$ cat config.mk
export PLATFORM = sky130hd
export DESIGN_NAME = knight_cmd_exec
export DESIGN_NICKNAME = d
export VERILOG_FILES = /design/src/rtl/knight_pkg.sv /design/src/rtl/knight_cmd_exec_fwd_ramp.sv /design/src/rtl/knight_cmd_exec.sv
export SDC_FILE = /design/constraint.sdc
export NUM_CORES = 1
export LEC_CHECK = 0
export BUFFER_PORTS_ARGS = -buffer_cell sky130_fd_sc_hd__buf_2
export CORE_ASPECT_RATIO = 0.8
export CORE_MARGIN = 1
export CORE_UTILIZATION = 45
export CTS_CLUSTER_SIZE = 24
export DETAILED_ROUTE_END_ITERATION = 10
export PLACE_DENSITY = 0.71
export SLEW_MARGIN = 20
export SYNTH_ARGS = -nofsm -noshare
export SYNTH_HDL_FRONTEND = slang
export SYNTH_SLANG_ARGS = --single-unit
$ cat constraint.sdc
create_clock -name clk -period 2.7 [get_ports clk]
set_input_delay 0.54 -clock clk [delete_from_list [all_inputs] [get_ports clk]]
set_output_delay 0.54 -clock clk [all_outputs]
set_load 0.01 [all_outputs]
$ cat src/rtl/knight_pkg.sv
// Shared opcodes, heading constants, FSM state type and small helpers
// for the Knight command executor.
package knight_pkg;

    localparam logic [3:0] CAL      = 4'b0000;
    localparam logic [3:0] MOVE     = 4'b0010;
    localparam logic [3:0] MOVE_FAN = 4'b0011;
    localparam logic [3:0] TOUR     = 4'b0100;

    localparam logic [7:0] NORTH = 8'h00;
    localparam logic [7:0] WEST  = 8'h3F;
    localparam logic [7:0] SOUTH = 8'h7F;
    localparam logic [7:0] EAST  = 8'hBF;

    typedef enum logic [2:0] {
        S_IDLE,
        S_CAL,
        S_HEAD,
        S_RAMP_UP,
        S_RAMP_DN
    } state_t;

    // Magnitude of a 12-bit two's-complement value; the most negative code
    // has no positive counterpart, so it clips to the largest positive one.
    function automatic logic [11:0] abs_sat(input logic [11:0] v);
        if (v == 12'h800)
            return 12'h7FF;
        else if (v[11])
            return (~v) + 12'd1;
        else
            return v;
    endfunction

    // North is the only heading that is not padded with 4'hF in the low bits.
    function automatic logic [11:0] heading_target(input logic [7:0] h);
        if (h == NORTH)
            return 12'h000;
        else
            return {h, 4'hF};
    endfunction

endpackage

$ cat src/rtl/knight_cmd_exec_fwd_ramp.sv
// Forward-speed register: saturating ramp up by one step, ramp down by two
// steps with a floor at zero, or synchronous clear.
module fwd_ramp #(
    parameter logic [10:0] FRWRD_STEP = 11'd16,
    parameter logic [10:0] MAX_FRWRD  = 11'h2A0
) (
    input  logic        clk,
    input  logic        rst,
    input  logic        i_inc,
    input  logic        i_dec,
    input  logic        i_clr,
    output logic [10:0] o_frwrd
);

    logic [10:0] r_frwrd;
    logic [11:0] w_sum;
    logic [11:0] w_dn_step;

    assign w_sum     = {1'b0, r_frwrd} + {1'b0, FRWRD_STEP};
    assign w_dn_step = {FRWRD_STEP, 1'b0};

    always_ff @(posedge clk or posedge rst) begin
        if (rst) begin
            r_frwrd <= 11'd0;
        end else if (i_clr) begin
            r_frwrd <= 11'd0;
        end else if (i_inc) begin
            r_frwrd <= (w_sum > {1'b0, MAX_FRWRD}) ? MAX_FRWRD : w_sum[10:0];
        end else if (i_dec) begin
            r_frwrd <= ({1'b0, r_frwrd} <= w_dn_step) ? 11'd0 : (r_frwrd - w_dn_step[10:0]);
        end
    end

    assign o_frwrd = r_frwrd;

endmodule

$ cat src/rtl/knight_cmd_exec.sv
// Knight command responder: acknowledges commands from the command mux and
// runs calibrate, heading-then-forward move (optional fanfare) or tour start.
module knight_cmd_exec
    import knight_pkg::*;
#(
    parameter logic [11:0] HEAD_TOL   = 12'h02C,
    parameter logic [10:0] FRWRD_STEP = 11'd16,
    parameter logic [10:0] MAX_FRWRD  = 11'h2A0
) (
    input  logic        clk,
    input  logic        rst,
    input  logic [15:0] cmd,
    input  logic        cmd_rdy,
    output logic        clr_cmd_rdy,
    output logic        send_resp,
    output logic        strt_cal,
    input  logic        cal_done,
    output logic        tour_go,
    output logic [11:0] desired_heading,
    input  logic [11:0] error,
    output logic        moving,
    output logic [10:0] frwrd,
    input  logic        cntrIR,
    output logic        fanfare_go
);

    state_t      r_state;
    state_t      w_state_next;
    logic [3:0]  r_opcode;
    logic [3:0]  r_squares;
    logic [4:0]  r_line_cnt;
    logic        r_cntrIR_q;
    logic [11:0] r_desired_heading;
    logic        r_send_resp;
    logic        r_fanfare_go;

    logic        w_accept;
    logic        w_cntr_rise;
    logic        w_target_hit;
    logic        w_head_ok;
    logic        w_strt;
    logic        w_tour;
    logic        w_load_move;
    logic        w_inc;
    logic        w_dec;
    logic        w_clr;
    logic        w_count;
    logic        w_send_next;
    logic        w_fan_next;
    logic [10:0] w_frwrd;

    // Each square crossing produces two rising edges, hence the doubled target.
    assign w_accept     = (r_state == S_IDLE) && cmd_rdy && !rst;
    assign w_cntr_rise  = cntrIR & ~r_cntrIR_q;
    assign w_target_hit = (r_line_cnt == {r_squares, 1'b0});
    assign w_head_ok    = (abs_sat(error) < HEAD_TOL);

    always_comb begin
        w_state_next = r_state;
        w_strt       = 1'b0;
        w_tour       = 1'b0;
        w_load_move  = 1'b0;
        w_inc        = 1'b0;
        w_dec        = 1'b0;
        w_clr        = 1'b0;
        w_count      = 1'b0;
        w_send_next  = 1'b0;
        w_fan_next   = 1'b0;
        case (r_state)
            S_IDLE: begin
                if (w_accept) begin
                    case (cmd[15:12])
                        CAL: begin
                            w_strt       = 1'b1;
                            w_state_next = S_CAL;
                        end
                        MOVE, MOVE_FAN: begin
                            w_load_move  = 1'b1;
                            w_state_next = S_HEAD;
                        end
                        TOUR:    w_tour = 1'b1;
                        default: ;
                    endcase
                end
            end
            S_CAL: begin
                if (cal_done) begin
                    w_send_next  = 1'b1;
                    w_state_next = S_IDLE;
                end
            end
            S_HEAD: begin
                w_clr = 1'b1;
                if (w_head_ok)
                    w_state_next = S_RAMP_UP;
            end
            S_RAMP_UP: begin
                // Target check wins over a coincident sensor edge.
                if (w_target_hit) begin
                    w_state_next = S_RAMP_DN;
                end else begin
                    w_inc   = 1'b1;
                    w_count = w_cntr_rise;
                end
            end
            S_RAMP_DN: begin
                if (w_frwrd == 11'd0) begin
                    w_send_next  = 1'b1;
                    w_fan_next   = (r_opcode == MOVE_FAN);
                    w_state_next = S_IDLE;
                end else begin
                    w_dec = 1'b1;
                end
            end
            default: w_state_next = S_IDLE;
        endcase
    end

    always_ff @(posedge clk or posedge rst) begin
        if (rst) begin
            r_state           <= S_IDLE;
            r_opcode          <= 4'd0;
            r_squares         <= 4'd0;
            r_line_cnt        <= 5'd0;
            r_cntrIR_q        <= 1'b0;
            r_desired_heading <= 12'h000;
            r_send_resp       <= 1'b0;
            r_fanfare_go      <= 1'b0;
        end else begin
            r_state      <= w_state_next;
            r_cntrIR_q   <= cntrIR;
            r_send_resp  <= w_send_next;
            r_fanfare_go <= w_fan_next;
            if (w_accept) begin
                r_opcode  <= cmd[15:12];
                r_squares <= cmd[3:0];
            end
            if (w_load_move) begin
                r_line_cnt        <= 5'd0;
                r_desired_heading <= heading_target(cmd[11:4]);
            end else if (w_count) begin
                r_line_cnt <= r_line_cnt + 5'd1;
            end
        end
    end

    fwd_ramp #(
        .FRWRD_STEP(FRWRD_STEP),
        .MAX_FRWRD (MAX_FRWRD)
    ) u_ramp (
        .clk    (clk),
        .rst    (rst),
        .i_inc  (w_inc),
        .i_dec  (w_dec),
        .i_clr  (w_clr),
        .o_frwrd(w_frwrd)
    );

    assign clr_cmd_rdy     = w_accept;
    assign strt_cal        = w_strt;
    assign tour_go         = w_tour;
    assign send_resp       = r_send_resp;
    assign fanfare_go      = r_fanfare_go;
    assign desired_heading = r_desired_heading;
    assign frwrd           = w_frwrd;
    assign moving          = (r_state == S_HEAD) || (r_state == S_RAMP_UP) || (r_state == S_RAMP_DN);

endmodule

==> metrics <==
status=complete, no violations; Tot Pwr=2.56 mW; R2R Setup Slk=0.58 ns; DR pass1 iterations=4; CP Cell Sequence=or2_4 -> nor4b_4 -> buf_4 -> and4b_1 -> buf_2; WL per Instance=13.6 um; Final Instance Area=2560 um^2; Most Crowded Layer GR=met1; Rel. slew slack=63.6%; LEAKAGE=1.25 nW; dominant synthesized flop cell=dfrtp_1; port bufs=57; share of cells above drive strength 1=33.9%; Resize count post-CTS=0; CTS clk-pin slew, worst paths=0.07 ns; fin. max-slew vios=0; WP data required=2.16 ns; core area=4620 um^2; Vias/cell=5.25; area grow syn2layout=17.4%; synthesized area per cell=9.91 um^2; hold crit path type=in2async; slowest stage delay, CP=0.47 ns; CP Buf/Inv Count=2; Cell variety after synth=55; die span in x=79.8 um; Fmax=416 MHz; vias in the first global route=1574; share of Yosys cell area claimed by the top area cell type=40.2%; first-pass GRT wire length=7450 um; Worst Max-Slew Pin Slew=0.546 ns; register area share after synthesis=40.2%; routing usage on met3=6.00%; Reg2Reg Capture Point=u_ramp.o_frwrd[5]$_DFFE_PP0P_; Ys Warns=0; number of buffers inserted by hold repair at cts=0; crit start category=flop; TritonCTS clock tree=done; Initial Util=47.2%; Non-Filler Instances=334; Post-synth EDFFs=0; max_cap viols=0; Final ANT Viol Nets=0; FF+latch count, synth=35; die area=5130 um^2; CP max FO=9; row cnt=22; HPWL Detailed=3440 um; M1 GR Usage=28.2%; largest cells by area after synthesis=dfrtp_1, mux2_2, ha_1; worst IR drop on VDD=0.538 mV; Crit-path slowest cell=dfrtp_1; largest net degree at the start of global routing=22; Placed Area=2460 um^2; CP delay by family, top=simple AND/OR/NAND/NOR gates; final setup skew=0.00519 ns; placed cell count=326; Filler cells=416; WP data arrival=1.86 ns; Cell Area, Synth=2180 um^2; initial DRC count=124; Setup Buffers After CTS=0; die outline height=64.3 um; Sum Neg Setup Slack=0 ns; R2R depth=7; critical path startpoint=r_state[0]$_DFFE_PP0P_; async set-reset flop share out of synthesis=100%; drt total wl=4540 um; Final Critical Period=2.40 ns; Via Count=1755; clock sink total=35; final worst slack=0.296 ns; DRC viols=0; met2 GRT Util=26.2%; gr usage total=19.1%; period utilization=89.0%; io pins=62; antenna diode count=0; # nets final=313; worst r2r src=u_ramp.o_frwrd[4]$_DFFE_PP0P_; Max Root-Sink Buffers=2; root buf cell=clkbuf_8; CTS Buf Count=5; Cell Pwr Density=1000 nW/um^2; final setup vio count=0; Post-Place Setup Slack=0.610 ns; worst-skew pair later-pin latency=0.28 ns; initial antenna violation count=0; GPL Wtd Cong=0.879; Crit Path Category=reg2out; H-tree levels=2; CP Capture Type=output pin; Cells after Synth=220; RSZ-0062 raised after global routing=no; final number of hold-violating endpoints=0; gr ovfl total=0; cell taking the most area after synthesis=dfrtp_1
[cells by family (layout without fill, tap and decap cells)]
kind of cell,after synthesis,after routing,synth area share (%)
AO/OA/AOI/OAI,47,47,14.7
XOR/XNOR,10,10,4.02
adder cells (fa/ha/maj),7,7,4.02
buffers and inverters,26,77,7.11
flip-flops,35,35,40.2
multiplexers,18,18,9.18
other,1,4,0.172
AND/OR/NAND/NOR,76,76,20.7
[worst register-to-register path, cell delays in order (launching register included)]
cell       delay (ns)
dfrtp_1          0.49
ha_1             0.31
nand2_1          0.17
nor4b_1          0.31
o21ai_0          0.13
a2bb2oi_1        0.16
o21ai_0          0.18
o22a_1           0.25
[Yosys cell counts, drive strengths merged (3+ instances only)]
cell / n
nor3: 5
o21ai: 9
nand2b: 8
dfrtp: 35
nand4: 7
nor4: 4
buf: 17
a211oi: 3
nor2: 20
xnor2: 3
a31oi: 8
mux2: 16
ha: 7
o22ai: 4
nand2: 12
and3: 5
a21oi: 11
xor2: 7
inv: 7
[where the power goes]
part	switching, mW	internal, mW
Combinational	0.613	0.566
Sequential	0.247	0.726
Clock	0.178	0.233
[cell type report]
| class | instances | area [um^2] | share of cell area [%] |
|---|---|---|---|
| multi-input combinational | 162 | 1160 | 45.3 |
| sequential | 35 | 876 | 34.2 |
| timing repair buffer | 62 | 323 | 12.6 |
| clock buffer | 8 | 100 | 3.91 |
| tap | 60 | 75.1 | 2.93 |
| inverter | 7 | 26.3 | 1.03 |
[layout by cell type (no fill, tap or decap), types with 8 or more instances in the layout]
cell	netlist	routed
o21ai_0	8	8
buf_2	4	57
nor2_1	20	20
mux2_2	13	13
nand2_1	11	11
dfrtp_1	35	35
a21oi_1	11	11
[routing by layer]
layer / vias to the layer above / part of all wire (%)
met4: 0 / 1.0
met3: 6 / 4.7
met2: 45 / 43
li1: 891 / -
met1: 813 / 52
met5: - / 0
[flip-flops by register name (all words and copies together) (netlist names)]
| name | count |
|---|---|
| r_opcode | 4 |
| fanfare_go | 1 |
| r_state | 3 |
| send_resp | 1 |
| r_squares | 4 |
| desired_heading | 9 |
| r_cntrIR_q | 1 |
| r_line_cnt | 5 |
| u_ramp.o_frwrd | 7 |
[worst max-delay path by stage]
stage	cells after the start	slack, ns	endpoint
after floorplan	5	0.67	tour_go
after global placement	5	0.63	tour_go
after detailed placement	5	0.61	tour_go
after CTS	5	0.30	tour_go
after global routing	5	0.18	tour_go
final	5	0.30	tour_go
[per-stage QoR]
step | hold slack (ns) | utilization (%)
4_1_cts | 0.336 | 55.4
2_1_floorplan | 0.472 | -
5_1_grt | 0.376 | 55.4
3_5_place_dp | 0.475 | 53.2
6_report | 0.324 | 55.4
3_3_place_gp | 0.468 | 53.2
(Power assumes the default switching activity.)
